==> src/rtl/fifo_controller.sv <==
// Pointer/occupancy controller for an external single-port-per-side FIFO memory.
// Tracks EMPTY/PARTIAL/FULL, drives memory enables and reports sticky error flags.
module fifo_controller #(
  parameter int DEPTH    = 8,
  parameter int AF_LEVEL = 6
) (
  input  logic                     clock,
  input  logic                     reset,
  input  logic                     push,
  input  logic                     pop,
  output logic                     wen,
  output logic                     ren,
  output logic [$clog2(DEPTH):0]   wrAddress,
  output logic [$clog2(DEPTH):0]   rdAddress,
  output logic                     dataValid,
  output logic [$clog2(DEPTH):0]   count,
  output logic                     empty,
  output logic                     full,
  output logic                     almost_full,
  output logic                     overflow,
  output logic                     underflow,
  output logic [1:0]               state_dbg
);

  localparam int AW = $clog2(DEPTH);
  localparam logic [AW:0] AF_CNT   = (AW+1)'(AF_LEVEL);
  localparam logic [AW:0] LAST_CNT = (AW+1)'(DEPTH - 1);

  localparam logic [1:0] ST_EMPTY   = 2'd0;
  localparam logic [1:0] ST_PARTIAL = 2'd1;
  localparam logic [1:0] ST_FULL    = 2'd2;

  logic [1:0] state;
  logic [1:0] state_next;
  logic       push_ok;
  logic       pop_ok;

  // Push on FULL is only accepted together with a pop: the read frees the slot
  // being written, and the memory returns the old word at that same edge.
  always_comb begin
    push_ok = push && ((state != ST_FULL) || pop);
    pop_ok  = pop && (state != ST_EMPTY);
  end

  assign wen         = push_ok;
  assign ren         = pop_ok;
  assign empty       = (state == ST_EMPTY);
  assign full        = (state == ST_FULL);
  assign almost_full = (count >= AF_CNT);
  assign state_dbg   = state;

  always_comb begin
    state_next = state;
    case (state)
      ST_EMPTY:   if (push_ok) state_next = ST_PARTIAL;
      ST_PARTIAL: begin
        if (push_ok && !pop_ok && count == LAST_CNT)
          state_next = ST_FULL;
        else if (pop_ok && !push_ok && count == (AW+1)'(1))
          state_next = ST_EMPTY;
      end
      ST_FULL:    if (pop_ok && !push_ok) state_next = ST_PARTIAL;
      default:    state_next = ST_EMPTY;
    endcase
  end

  always_ff @(posedge clock) begin
    if (reset) begin
      state     <= ST_EMPTY;
      wrAddress <= '0;
      rdAddress <= '0;
      count     <= '0;
      dataValid <= 1'b0;
      overflow  <= 1'b0;
      underflow <= 1'b0;
    end else begin
      state     <= state_next;
      dataValid <= pop_ok;
      if (push_ok) wrAddress <= wrAddress + 1'b1;
      if (pop_ok)  rdAddress <= rdAddress + 1'b1;
      case ({push_ok, pop_ok})
        2'b10:   count <= count + 1'b1;
        2'b01:   count <= count - 1'b1;
        default: count <= count;
      endcase
      if (push && full && !pop) overflow  <= 1'b1;
      if (pop && empty)         underflow <= 1'b1;
    end
  end

endmodule

==> config.mk <==
export PLATFORM = sky130hd
export DESIGN_NAME = fifo_controller
export DESIGN_NICKNAME = d
export VERILOG_FILES = /design/src/rtl/fifo_controller.sv
export SDC_FILE = /design/constraint.sdc
export NUM_CORES = 1
export LEC_CHECK = 0
export CORE_ASPECT_RATIO = 1.4
export CORE_MARGIN = 2
export CORE_UTILIZATION = 45
export CTS_CLUSTER_DIAMETER = 50
export DETAILED_ROUTE_END_ITERATION = 8
export PLACE_DENSITY = 0.75
export SKIP_CTS_REPAIR_TIMING = 1
export SLEW_MARGIN = 0
export SYNTH_ARGS = -nofsm -noshare
export SYNTH_HDL_FRONTEND = slang
export SYNTH_SLANG_ARGS = --single-unit
==> constraint.sdc <==
create_clock -name clock -period 2.4 [get_ports clock]
set_input_delay 0.36 -clock clock [delete_from_list [all_inputs] [get_ports clock]]
set_output_delay 0.36 -clock clock [all_outputs]
set_load 0.05 [all_outputs]
==> results.ini <==
[critical_path]
critical_path_class=in -> reg
crit_path_end_kind=flip-flop
cp_data_required_time_ns=2.57
worstPathMaxFanout=3
startpoint_type=input port
cp_data_arrival_time_ns=2.31

[detailed_routing]
wl_mm=1.93
via_count=781
drc=0
postRouteAntennaNets=0
viasPerCell=5.31
drtIter0Drc=18
dr.pass1.iters=4
wl_per_cell_um=13.1

[logic_synthesis]
postSynthCellCount=95
synth_nets=107
async_flop_share_pct=0
ys_ff_latch=17
synth_top_area_share_pct=38.9
ys_seq_area_share_pct=38.9
synth_edf_count=0
ys_types=28
synth_top_area_cell=dfxtp_1
avgSynthCellArea_um2=9.22
synth.area.top_cells=dfxtp_1 (39%), ha_1 (11%), a21oi_1 (5.7%)
yosys_most_used_dff=dfxtp_1
yosys_warnings=0
syn_area_um2=876

[sta]
slew_headroom_pct=66.5
period_minus_slack_ns=2.14
final.setup_skew_ns=0.00258
rsz0062_at_grt=no
tightest_slew_ns=0.500
max_freq_ghz=0.467
timing_hold_violations_final=0
period_share_pct=89.2
whs_ns=0.484
setup_viol=0
timing.final.max_slew_violations=0

[cts]
htree_levels=1
cts_tree=yes
cts.clk_slew.worst_paths_ns=0.09
cts.path.max_buffers=2
cts.sinks=17
clock_latency_ns=0.28
cts_buffers=3
root_buffer=clkbuf_4

[placement]
hpwlAfterDp_mm=1.49
portBuffers=25
gp_congestion=0.851
post_dp_cell_area_mm2=0.00120

[global_route]
antenna_found_initial=0
grt_max_degree=14
gr-total-overflow=0
grtUsageTotal_pct=19.6
grt_pass1_vias=785
grt_pass1_wl_mm=3.24

[die]
coreArea_mm2=0.00180
io_pins=26
initial_core_util_pct=48.6
die_w_um=41.3
die_h_um=56.2
die-area_mm2=0.00232
row_count=18

[layout]
drive_above_1_share_pct=15.0
insertedDiodeCount=0
nFillCells=154
layout_commonest_cell=clkdlybuf4s50_1
num-nets-final=140
post-route-util_pct=68.5
syn_to_final_growth_pct=40.9
mostFrequentLayoutCells=clkdlybuf4s50_1 (22), dfxtp_1 (15), nor2_1 (11)
final_area_mm2=0.00123

[power_and_ir_drop]
total_leakage_power_nw=0.504
irDropWorstVdd_mv=0.339
fin_total_pwr_mw=0.651
p_per_area_mw_per_mm2=528

[hold_path]
hold_class=reg -> reg

[flow_run]
cap_violations=0

[status]
status=completed

[sequential cells by signal (all words and copies together) (netlist names)]
register	count
underflow	1
dataValid	1
state_dbg	2
wrAddress	4
count	4
overflow	1
rdAddress	4
[worst max-delay path: stages]
cell and delay [ns]:
clkdlybuf4s50_1 0.52, buf_4 0.15, o21ai_2 0.07, clkinvlp_4 0.08, ha_2 0.16, or4b_1 0.44
a21oi_1 0.17, mux2_1 0.35
[metal layers]
| metal | vias to the layer above | part of all wire [%] | track usage, % |
|---|---|---|---|
| li1 | 398 | - | - |
| met1 | 365 | 42 | 22.1 |
| met2 | 16 | 54 | 33.5 |
| met3 | 2 | 3.4 | 3.20 |
| met4 | 0 | 0.73 | 8.29 |
| met5 | - | 0 | 0 |
[report_power, final]
part	switching, mW	internal (mW)
Clock	0.0815	0.0644
Sequential	0.0238	0.296
Combinational	0.115	0.0706
Total	0.220	0.431
[logic make-up (layout without fill, tap and decap cells)]
kind of cell,after synthesis,in the layout,synth area share (%)
AND/OR/NAND/NOR,31,31,22.3
adder cells (fa/ha/maj),8,8,11.4
multiplexers,4,4,4.71
flip-flops,17,17,38.9
XOR/XNOR,4,4,4.00
buffers and inverters,10,42,4.57
AO/OA/AOI/OAI,21,21,14.1
[metrics by stage]
stage                     setup WS, ns  instances  TNS (ns)
final                            0.259        147         0
after global routing             0.137        147         0
after CTS                       0.0343        147         0
after detailed placement       -0.0198        143   -0.0198
after global placement          0.0262        143         0
after floorplan                 0.0147         95         0
[final timing paths]
kind / startpoint / endpoint / slack, ns / cells after the start
worst max-delay path: pop / count[3] / 0.26 / 8
worst min-delay path: wrAddress[3] / wrAddress[3] / 0.48 / 2
worst max register to register: state_dbg[1] / count[3] / 0.39 / 6
worst min register to register: wrAddress[3] / wrAddress[3] / 0.48 / 2
[cell usage after synthesis, types with 2 or more instances]
library cell  number
nand3_1            2
o21ai_0            5
nand2b_1           4
buf_2              2
a21oi_1           10
nor2b_1            2
clkbuf_1           2
xor2_1             4
dfxtp_1           17
ha_1               8
o31ai_1            2
nor2_1            11
or3_1              3
mux2i_1            3
nand3b_1           2
inv_1              5
or4_1              2
[layout make-up]
type                    instances  area (um2)  area share [%]
flip-flops and latches         17         345            28.0
inverters                       6        26.3            2.13
clock buffers                   4        26.3            2.13
well taps                      20        25.0            2.03
repair buffers                 32         313            25.4
multi-input cells              68         498            40.4
Power figures use the tool's default switching activity.
==> variant 1, RTL diff (same settings) <==
Change the parameter `AF_LEVEL` from 6 to 3.
--- a/src/rtl/fifo_controller.sv
+++ b/src/rtl/fifo_controller.sv
@@ -2,7 +2,7 @@
 // Tracks EMPTY/PARTIAL/FULL, drives memory enables and reports sticky error flags.
 module fifo_controller #(
   parameter int DEPTH    = 8,
-  parameter int AF_LEVEL = 6
+  parameter int AF_LEVEL = 3
 ) (
   input  logic                     clock,
   input  logic                     reset,
Check against the original RTL: not equivalent (Yosys sat finds a counterexample within 4 cycles, from zero or initial values and one cycle with reset high).
==> variant 1 against the unedited design <==
  * Utilization grew 0.44 points
  * Sequential power shrank 2%
  * Synthesized area shrank 1.4%
  * Wire length shrank 5.1%
  * Worst setup slack lost 0.11 ns
  * Critical endpoint is now almost_full
  * Sequential cell count is the same
  * Critical path type is now reg2out
  * Largest cell class unchanged
  * Design area shrank 0.61%
  * Power grew 1.8%
==> variant 1: results (changes against the unedited design) <==
Status - complete, no violations
Routed WL - 1830 um (-5.1%)
HP Start - overflow
Routed wl met3 - 63 um (-4.5%)
Worst-path maximum fanout - 5 (+2)
Post-synthesis sequential area ratio - 39.4% (+0.56 points)
Initial drt markers - 7 (-11)
Crit-path max cell delay - 0.71 ns (+0.19 ns)
Vias in the first global route - 666 (-15%)
Fillers - 167 (+8.4%)
Routability Congestion - 0.754 (-11%)
Post-Synth XOR/XNOR Area - 4.06% (+0.058 points)
Multi-input logic area - 485 um2 (-2.5%)
Mux cell area share after synthesis - 4.78% (+0.068 points)
Repair and plain buffers - 33 (+3.1%)
Pre-CTS setup slack - -0.00802 ns (+0.0117 ns)
Syn_nets - 104 (-2.8%)
Top post-synthesis cells by count - 17 x dfxtp_1, 11 x nor2_1, 10 x a21oi_1, 7 x ha_1, 5 x inv_1
Via count - 758 (-2.9%)
Crit path DAT - 1.89 ns (-0.42 ns)
WL met1 - 830 um (+3.1%)
Leakage power - 0.488 nW (-3.2%)
CP startpoint - count[1]
Worst Max-Slew Pin Slew - 0.503 ns (+0.00258 ns)
Share of layout cells above drive strength 1 - 16.7% (+1.7 points)
First-pass GRT wire length - 2900 um (-10%)
GRT Total Usage - 17.6% (-2.0 points)
VDD IR max - 365 uV (+7.6%)
Post-synthesis compound-gate area fraction - 13.8% (-0.37 points)
Final setup skew - 0.00255 ns (-0.0000293 ns)
Signal buffers share of area - 25.9% (+0.56 points)
==> variant 1: through the flow <==
step | instance area, um2 | total power [mW] | cells | utilization [%] | hold WS [ns]
4_1_cts | 1230 | 0.663 | 146 | 68.9 | 0.480
3_5_place_dp | 1200 | 0.522 | 142 | 67.4 | 0.459
2_1_floorplan | 875 | 0.448 | 93 | - | 0.501
3_3_place_gp | 1200 | 0.519 | 142 | 67.4 | 0.452
6_report | 1230 | 0.663 | 146 | 68.9 | 0.473
5_1_grt | 1230 | 0.695 | 146 | 68.9 | 0.503
==> variant 1: worst max-delay path: cells and delay by family (launching register included) <==
| family | cells | cell delay, ns |
|---|---|---|
| adder cells (fa/ha/maj) | 1 | 0.23 |
| buffers and inverters | 1 | 0.71 |
| AND/OR/NAND/NOR | 1 | 0.31 |
| flip-flops | 1 | 0.37 |
==> variant 1: path summary, 6_finish.rpt <==
kind | end | cells after the start | slack (ns)
max reg2reg | count[3] | 6 | 0.44
max | almost_full | 3 | 0.15
min reg2reg | overflow | 2 | 0.47
min | overflow | 2 | 0.47
==> variant 1: logic make-up (layout without fill, tap and decap cells) <==
family,after synthesis,count (layout)
and+or+nand+nor,31,31
AOI/OAI and AO/OA,20,20
DFF,17,17
buffers and inverters,10,43
adders and majority gates,7,7
xor gates and xnor gates,4,4
muxes,4,4
==> variant 1: power by group <==
part	internal, mW	total (mW)	leakage [nW]	switching, mW
Clock	0.0643	0.148	0.0150	0.0834
Combinational	0.0766	0.202	0.333	0.125
Sequential	0.296	0.314	0.140	0.0176
==> variant 1: layer usage <==
layer | vias up | global-route usage, %
li1 | 395 | -
met1 | 346 | 23.6
met2 | 15 | 27.7
met3 | 2 | 2.40
met4 | 0 | 5.71
met5 | - | 0
==> variant 2, RTL diff (same settings) <==
Without the edit above. Reset style: asynchronous (`reset`), changed in one clocked block.
--- a/src/rtl/fifo_controller.sv
+++ b/src/rtl/fifo_controller.sv
@@ -64,7 +64,7 @@
     endcase
   end
 
-  always_ff @(posedge clock) begin
+  always_ff @(posedge clock or posedge reset) begin
     if (reset) begin
       state     <= ST_EMPTY;
       wrAddress <= '0;
Function: differs if reset is asserted again (counterexample within 4 cycles, from zero or initial values and one cycle with reset high); with reset held inactive, the same outputs for 10 cycles.
==> variant 2 against the unedited design <==
  * Final cell count shrank 14%
  * Design area down 2.5%
  * Synthesized area fell by 3.4%
  * Wire length fell by 11%
  * Sequential cell count unchanged
  * Critical path depth down 5
  * Worst setup slack worse by 0.086 ns
  * Via count decreased by 16%
  * Highest routed layer unchanged
Power is left out: the tool's default activity adds up to more than one toggle a clock period on the data nets, which glitch-free logic cannot reach.
==> variant 2: results (changes against the unedited design) <==
Bufs on Longest Clock Path - 2 (unchanged)
Main area contributors after synthesis - dfrtp_1 50%, ha_1 12%, xnor2_1 8.3%, nand2b_1 3.0%, inv_1 2.7%
Wirelength per Cell - 13.6 um (+3.9%)
FF-to-FF setup slack - 0.45 ns (+0.06 ns)
Main synth FF type - dfrtp_1
Share of layout cells above drive strength 1 - 13.2% (-1.8 points)
Async set-or-reset flop fraction in the synthesized netlist - 100% (+100 points)
CP startpoint - state_dbg[0]
Netlist cell types - 22 (-21%)
Top post-synthesis cells by count - 17 x dfrtp_1, 8 x ha_1, 8 x xnor2_1, 6 x inv_1, 5 x nand2_1
Dpl hpwl - 1250 um (-16%)
Status - complete, no violations
Vias in the first global route - 632 (-19%)
Worst-path clk slew - 0.10 ns
N_diodes - 0 (unchanged)
Syn_nets - 85 (-21%)
Yosys warnings - 0 (unchanged)
Max-slew headroom - 59.1% (-7.4 points)
Htree depth - 1 (unchanged)
Final setup skew - 0.00766 ns (+0.00508 ns)
Cts bufs inserted - 3 (unchanged)
Largest registers - count (4), rdAddress (4), wrAddress (4)
Post-synthesis sequential area ratio - 50.3% (+11 points)
First-pass GRT wire length - 2840 um (-13%)
Final #Nets - 119 (-15%)
Crit path DAT - 1.87 ns (-0.44 ns)
Worst-path maximum fanout - 6 (+3)
Hold WC Path Type - in2async
Via count - 658 (-16%)
Reg2Reg Depth - 6 (unchanged)
Initial drt markers - 3 (-15)
PortBufs - 25 (unchanged)
Routability Congestion - 0.673 (-21%)
Clock Latency Late Sink - 0.29 ns
Root Buffer - clkbuf_4
Initial antenna violation count - 0 (unchanged)
Critical R2R Capture - count[3]
Fillers - 151 (-1.9%)
First-pass iteration count of the detailed router - 3 (-1)
Largest net degree at the start of global routing - 18 (+4)
GRT Total Usage - 18.1% (-1.5 points)
==> variant 2: cell count changes after synthesis, sizes merged, moves of 3 or more <==
cell / delta
nand2: +5
xnor2: +8
a21oi: -9
dfrtp: +17
or3: -3
dfxtp: -17
nor2: -8
==> variant 2: cells by family (layout without fill, tap and decap cells) <==
group                    count (synthesis)  in the layout  share of synthesized area, %
adder cells (fa/ha/maj)                  8              8                          11.8
AO/OA/AOI/OAI                           11             11                          8.58
buffers and inverters                    6             39                          2.66
flip-flops                              17             17                          50.3
XOR/XNOR                                10             10                          10.4
AND/OR/NAND/NOR                         18             18                          12.6
multiplexers                             3              3                          3.70
==> variant 2: cell type report <==
cell class	count	area [um2]	area share (%)
sequential	17	428	35.6
timing repair buffer	29	303	25.2
multi-input combinational	50	398	33.1
inverter	6	22.5	1.87
clock buffer	4	26.3	2.19
tap	20	25.0	2.08
==> variant 2: critical path, stage by stage, from the launching register on <==
cell and delay (ns):
dfrtp_2 0.45, nand2b_1 0.25, inv_1 0.08, clkdlybuf4s50_1 0.79
==> variant 2: how the worst max path moves through the flow <==
stage / depth (start not counted) / to / slack (ns)
after floorplan: 6 / count[3] / 0.17
after global placement: 7 / count[3] / 0.25
after detailed placement: 7 / count[3] / 0.19
after CTS: 5 / almost_full / 0.01
after global routing: 3 / full / 0.11
final: 3 / full / 0.17
==> variant 2: per-stage QoR <==
step / instance area (um2) / instances / utilization (%) / worst slack, ns / hold slack (ns)
2_1_floorplan: 848 / 73 / - / 0.172 / 0.286
3_3_place_gp: 1170 / 122 / 66.0 / 0.246 / 0.438
3_5_place_dp: 1170 / 122 / 66.0 / 0.192 / 0.445
4_1_cts: 1200 / 126 / 67.4 / 0.00974 / 0.458
5_1_grt: 1200 / 126 / 67.6 / 0.108 / 0.479
6_report: 1200 / 126 / 67.6 / 0.173 / 0.431
==> variant 2: metal layers <==
layer / vias up / GRT usage, % / part of all wire (%)
li1: 317 / - / -
met1: 317 / 22.6 / 43
met2: 20 / 26.8 / 49
met3: 4 / 2.81 / 4.6
met4: 0 / 12.9 / 3.1
met5: - / 0 / 0
